<file path="src/rtl/dcore_mem_issuer.sv">
// Core-side D-bus master: takes one load/store from the memory stage, issues it as a tagged
// line-wide request, waits for the matching tagged response and hands the selected word back.
module dcore_mem_issuer #(
    parameter int DATA_WIDTH = 512,
    parameter int WORDSIZE   = 64,
    parameter int TAG_WIDTH  = 13
) (
    input  logic                  clk,
    input  logic                  reset,
    input  logic                  lsu_valid,
    output logic                  lsu_ready,
    input  logic                  lsu_write,
    input  logic [WORDSIZE-1:0]   lsu_addr,
    input  logic [WORDSIZE-1:0]   lsu_wdata,
    output logic                  rsp_valid,
    output logic [WORDSIZE-1:0]   rsp_rdata,
    input  logic                  rsp_ready,
    output logic [WORDSIZE-1:0]   req,
    output logic [DATA_WIDTH-1:0] reqdata,
    output logic [DATA_WIDTH/WORDSIZE-1:0] reqwrite,
    output logic [TAG_WIDTH-1:0]  reqtag,
    output logic                  reqcyc,
    input  logic                  reqack,
    input  logic [DATA_WIDTH-1:0] resp,
    input  logic [TAG_WIDTH-1:0]  resptag,
    input  logic                  respcyc,
    output logic                  respack,
    output logic [7:0]            stray_cnt
);
    localparam int ID_WIDTH  = TAG_WIDTH - 5;
    localparam int LANES     = DATA_WIDTH / WORDSIZE;
    localparam int LANE_BITS = $clog2(LANES);
    localparam int OFF       = $clog2(WORDSIZE / 8);

    typedef enum logic [2:0] {
        S_IDLE,
        S_REQ,
        S_WAIT,
        S_ACK,
        S_DONE
    } state_t;

    state_t state, state_nx;

    logic                    wr_q;
    logic [WORDSIZE-OFF-1:0] addr_q;
    logic [WORDSIZE-1:0]     wdata_q;
    logic [WORDSIZE-1:0]     rdata_q;
    logic [ID_WIDTH-1:0]     id_q;
    logic [LANE_BITS-1:0]    lane;
    logic [TAG_WIDTH-1:0]    tag;
    logic                    tag_hit;
    logic                    is_stray;

    // Only the word-aligned part of the address is kept; the low lane bits pick the word.
    assign lane     = addr_q[LANE_BITS-1:0];
    assign tag      = {~wr_q, 4'b0001, id_q};
    assign tag_hit  = respcyc && (resptag == tag);
    assign is_stray = respcyc && ((state == S_REQ) || (state == S_WAIT && resptag != tag));

    always_comb begin
        state_nx = state;
        case (state)
            S_IDLE:  if (lsu_valid) state_nx = S_REQ;
            S_REQ:   if (reqack)    state_nx = S_WAIT;
            S_WAIT:  if (tag_hit)   state_nx = S_ACK;
            S_ACK:                  state_nx = S_DONE;
            S_DONE:  if (rsp_ready) state_nx = S_IDLE;
            default:                state_nx = S_IDLE;
        endcase
    end

    always_ff @(posedge clk) begin
        if (!reset) begin
            state     <= S_IDLE;
            wr_q      <= 1'b0;
            addr_q    <= '0;
            wdata_q   <= '0;
            rdata_q   <= '0;
            id_q      <= '0;
            stray_cnt <= 8'd0;
        end else begin
            state <= state_nx;
            if (state == S_IDLE && lsu_valid) begin
                wr_q    <= lsu_write;
                addr_q  <= lsu_addr[WORDSIZE-1:OFF];
                wdata_q <= lsu_wdata;
            end
            // Stores report zero, so the captured word is cleared rather than taken from the bus.
            if (state == S_WAIT && tag_hit)
                rdata_q <= wr_q ? '0 : resp[int'(lane)*WORDSIZE +: WORDSIZE];
            if (state == S_ACK)
                id_q <= id_q + 1'b1;
            if (is_stray && stray_cnt != 8'hFF)
                stray_cnt <= stray_cnt + 8'd1;
        end
    end

    always_comb begin
        lsu_ready = 1'b0;
        reqcyc    = 1'b0;
        req       = '0;
        reqdata   = '0;
        reqwrite  = '0;
        reqtag    = '0;
        respack   = 1'b0;
        rsp_valid = 1'b0;
        rsp_rdata = '0;
        case (state)
            S_IDLE: lsu_ready = 1'b1;
            S_REQ: begin
                reqcyc = 1'b1;
                req    = {addr_q, {OFF{1'b0}}};
                reqtag = tag;
                if (wr_q) begin
                    reqdata  = {LANES{wdata_q}};
                    reqwrite = {{(LANES-1){1'b0}}, 1'b1} << lane;
                end
            end
            S_ACK:  respack = 1'b1;
            S_DONE: begin
                rsp_valid = 1'b1;
                rsp_rdata = rdata_q;
            end
            default: lsu_ready = 1'b0;
        endcase
    end
endmodule

</file>
<file path="config.mk">
export PLATFORM = sky130hd
export DESIGN_NAME = dcore_mem_issuer
export DESIGN_NICKNAME = d
export VERILOG_FILES = /design/src/rtl/dcore_mem_issuer.sv
export SDC_FILE = /design/constraint.sdc
export NUM_CORES = 1
export LEC_CHECK = 0
export CORE_AREA = 2 2 521 523
export CTS_CLUSTER_DIAMETER = 50
export CTS_CLUSTER_SIZE = 14
export DETAILED_ROUTE_END_ITERATION = 10
export DIE_AREA = 0 0 523 525
export PLACE_DENSITY = 0.3
export SLEW_MARGIN = 20
export SYNTH_ARGS = -nofsm -noshare
export SYNTH_HDL_FRONTEND = slang
export SYNTH_SLANG_ARGS = --single-unit
export TNS_END_PERCENT = 50
</file>
<file path="constraint.sdc">
create_clock -name clk -period 2.1 [get_ports clk]
set_input_delay 0.525 -clock clk [delete_from_list [all_inputs] [get_ports clk]]
set_output_delay 0.525 -clock clk [all_outputs]
set_load 0.02 [all_outputs]
</file>
== Yosys cells after proc, flatten, opt, wreduce, memory -nomap -nowiden ==
Cells that the tools add are included.

* Register bits: 209
* Input port bits: 660
* Logic and storage cells: 49
* Output and inout port bits: 673

* Reductions and logical operators: 9
* Shifts and indexed selects: 2
* Equality and inequality tests: 11
* Add/subtract/negate cells: 2
* Muxes and demuxes: 17
* Bitwise operators: 1

{| class="wikitable"
|+ Operators by type and width
! operator !! count
|-
| 512-bit two-way mux || 2
|-
| 512-bit by 10-bit indexed part select with 64-bit output || 1
|-
| 64-bit two-way mux || 3
|-
| 8-bit by 1-bit adder with 8-bit output, second input constant || 2
|-
| 8-bit two-way mux || 2
|-
| 3-bit case mux with 5 select lines || 1
|-
| 13-bit equality test || 1
|-
| 13-bit two-way mux || 1
|-
| 13-bit inequality test || 1
|-
| 3-bit two-way mux || 4
|-
| 2-bit inequality test, second input constant || 4
|-
| 8-bit inequality test, second input constant || 1
|-
| 1-bit by 3-bit left shift with 8-bit output, first input constant || 1
|-
| 3-bit by 2-bit equality test with 1-bit output, second input constant || 2
|-
| 1-bit logical AND || 6
|-
| 1-bit two-way mux || 4
|-
| 4-bit AND reduction || 1
|-
| 3-bit by 1-bit equality test with 1-bit output, second input constant || 1
|-
| 3-bit equality test, second input constant || 1
|-
| 3-bit zero test || 1
|-
| 1-bit logical OR || 1
|-
| 1-bit inverter || 1
|}

== Logic depth before layout (Yosys ltp) ==
* Depth in word-level cells: 6
* Gate-level depth with buffers: 8
* Mapped depth without buffers: 6

== Least setup slack after synthesis ==
No wires, ideal clock.

* Path kind: register -> output
* Start: reg state[2]
* End: out reqwrite[4]
* Stages on the path, launching flop included: 7
* Required time: 1575 ps
* Slack: -522 ps
* Data arrival time: 2097 ps
* Path buffers: 3
* Cells stage by stage: dfxtp_1 > clkbuf_1 > nor3_1 > clkbuf_1 > buf_2 > nand2_1 > nor4b_1

* Word-level cells in the longest chain between the ends: 2

{| class="wikitable"
|+ RTL lines
! what !! RTL line !! source
|-
| start, declared || 43 || <nowiki>state_t state, state_nx;</nowiki>
|-
| start signal, assigned || 83 || <nowiki>state <= state_nx;</nowiki>
|-
| 3-bit by 1-bit equality test with 1-bit output || 109 || <nowiki>case (state)</nowiki>
|-
| 8-bit two-way mux || 109 ||
|-
| end, declared || 20 || <nowiki>output logic [DATA_WIDTH/WORDSIZE-1:0] reqwrite,</nowiki>
|}

No other way between the ends.

== Worst setup path in the final report ==
* Start: reg state[2]
* End: out rsp_rdata[38]

* Word-level cells in the longest chain between the ends: 2

{| class="wikitable"
|+ RTL lines
! what !! RTL line !! source
|-
| 3-bit equality test || 109 ||
|-
| 64-bit two-way mux || 109 ||
|-
| end, declared || 16 || <nowiki>output logic [WORDSIZE-1:0] rsp_rdata,</nowiki>
|}

No other way between the ends.

==> flow_summary.yaml <==
global_routing:
  grt-ovfl-total: 0
  grt_first_pass_wirelength_mm: 180
  grtUsageMet1_pct: 9.75
  use_met3_pct: 2.90
  use_met2_pct: 19.4
  antenna_found_initial: 59
  grt_max_degree: 67
  track_usage_pct: 9.90
  grt_pass1_vias: 18243
  grt-busiest-layer: "met2"
synth:
  ys_ff_latch: 209
  ys_warn_count: 0
  syn_avg_cell_area_um2: 8.91
  synth.distinct_cells: 44
  ys_top_cells_by_area: "dfxtp_1 26%, buf_4 21%, mux4_2 18%, nand2_1 6.0%, and2_1 5.2%"
  seq_area_frac_synth_pct: 25.7
  synth_top_area_cell: "dfxtp_1"
  synth_top_cell_area_share_pct: 25.7
  syn_area_mm2: 0.0163
  async_flop_share_pct: 0
  synth_cells: 1825
  ys.flop_type: "dfxtp_1"
  synth_edf_count: 0
clocking:
  cts_tree: "built"
  cts_sinks: 209
  cts_buffers: 54
  hold_buffers: 0
  clock_latency_ns: 0.67
  cts_max_level: 2
  clock-root-buffer: "clkbuf_16"
  clkSlewWorstSetupHoldPaths_ns: 0.05
  clk_path_buf_depth: 3
sta:
  relSlewSlack_pct: 68.2
  fin_crit_sh_pct: 138
  timing.hold.ws_ns: 0.328
  max_freq_ghz: 0.346
  fin_skew_ns: 0.0232
  slew_violations: 0
  worst_slack_ns: -0.790
  hold_violations: 0
  worst_pin_slew_ns: 0.463
  setup_violations: 739
  rsz0062_at_grt: "true"
  period_needed_ns: 2.89
status:
  status: "finished, violations left"
  failed_checks: "setup timing"
setup_path:
  endpoint_kind: "output pin"
  r2r_slack_ns: -0.40
  worstSetupPathType: "reg -> out"
  cp.required_ns: 1.57
  worstSetupStartpointType: "register"
  worstPathArrival_ns: 2.36
  cp_max_fo: 9
place:
  dp_cells: 6354
  hpwl_mm: 122
  io_buffers: 1323
  gp_congestion: 0.837
min_path:
  worstHoldPathType: "in -> reg"
routing:
  drc_errors: 0
  routed_wl_mm: 143
  vias: 17960
  wl_per_cell_um: 21.9
  drt-pass1-iter-count: 5
  vias_per_cell: 2.75
  ant_nets: 0
  drtIter0Drc: 652
run:
  drv_cap: 0
floorplan:
  die-area_mm2: 0.275
  initial_core_util_pct: 6.04
  io_pins: 1333
  rows: 191
  die_x_um: 523
  core_area_mm2: 0.269
  die_h_um: 525
layout:
  mostFrequentLayoutCell: "clkdlybuf4s50_1"
  fin_nets: 3550
  fin_cells: 6522
  final_cell_mix: "662 x clkdlybuf4s50_1, 339 x buf_4, 259 x nand2_1"
  area_delta_synth_final_pct: 116
  drive_above_1_share_pct: 37.0
power_and_ir_drop:
  p_leak_nw: 13.6
  powerDensity_mw_per_mm2: 583
  worst_ir_drop_vdd_mv: 0.616
-- worst paths after layout --
check,end,depth (start not counted),startpoint
worst max register to register,rdata_q[57],10,id_q[4]
worst max-delay path,rsp_rdata[38],8,state[2]
worst min-delay path,stray_cnt[1],3,reset
worst min register to register,addr_q[56],2,addr_q[56]
-- critical path, cell delays in order, from the launching register on --
cell and delay (ns):
dfxtp_4 0.36, buf_4 0.13, inv_2 0.05, nor3_4 0.21
buf_12 0.17, buf_16 0.16, buf_12 0.13, and2_1 0.14
dlygate4sd2_1 0.33
-- cell families after synthesis --
family          count (synthesis)  synth area share [%]
buf+inv                       602                  25.4
simple gates                  587                  17.4
compound gates                214                  8.71
flops                         209                  25.7
mux                           193                  21.7
xor+xnor                       17                 0.916
fa+ha+maj                       2                 0.154
other cells                     1                0.0231
-- power breakdown --
group	leakage (nW)	internal (mW)	switching [mW]
Sequential	1.71	4.28	0.186
Clock	0.939	6.03	3.23
Combinational	10.9	3.42	3.29
Total	13.6	13.7	6.71
-- cell type report --
cell class	count	area [um2]
antenna	18	45.0
clock buffer	65	1470
clock inverter	37	503
fill	30675	234000
inverter	4	20.0
multi-input combinational	1019	8510
sequential	209	4210
tap	3570	4470
timing repair buffer	1600	15800
-- sequential cells by signal (all words and copies together), names as in the netlist --
register / flops
id_q: 8
rdata_q: 64
wr_q: 1
addr_q: 61
state: 3
wdata_q: 64
stray_cnt: 8
-- cell usage after synthesis, types with 6 or more instances --
cell      count
buf_4       460
nand2_1     262
dfxtp_1     209
a21oi_1     134
and2_1      134
mux4_2      128
clkbuf_1     87
nor2_1       79
and3_1       68
mux2i_1      65
a32o_1       64
buf_2        25
buf_6        14
xnor2_1      12
buf_1        11
nor3_1       10
nand3_1       9
o21ai_0       7
nand4_1       6
-- routing by layer --
layer	vias to the layer above	wire, um
met5	-	103
met4	16	4860
met3	177	10600
met2	1029	77700
met1	8684	49800
li1	8054	-
-- what timing repair did --
action                                  4_1_cts  5_1_grt
pin swaps                                    62       11
gates resized for setup                    1081      561
hold endpoints to repair                      0        0
cloned                                       11        2
buffers inserted                             23       13
endpoints found under the setup margin      740      764
-- metrics by stage --
| stage | util, % | setup slack [ns] | cell area (um2) | TNS, ns | power, mW |
|---|---|---|---|---|---|
| 6_report | 13.0 | -0.790 | 35100 | -441.21 | 20.4 |
| 5_1_grt | 13.0 | -0.926 | 35000 | -561.62 | 21.6 |
| 4_1_cts | 13.1 | -0.940 | 35300 | -593.48 | 21.1 |
| 3_5_place_dp | 12.3 | -2.20 | 33000 | -395.04 | 11.4 |
| 3_3_place_gp | 12.3 | -2.23 | 33000 | -399.08 | 11.4 |
| 2_1_floorplan | - | -0.0632 | 16500 | -18.73 | 7.29 |
Power figures use the tool's default switching activity.
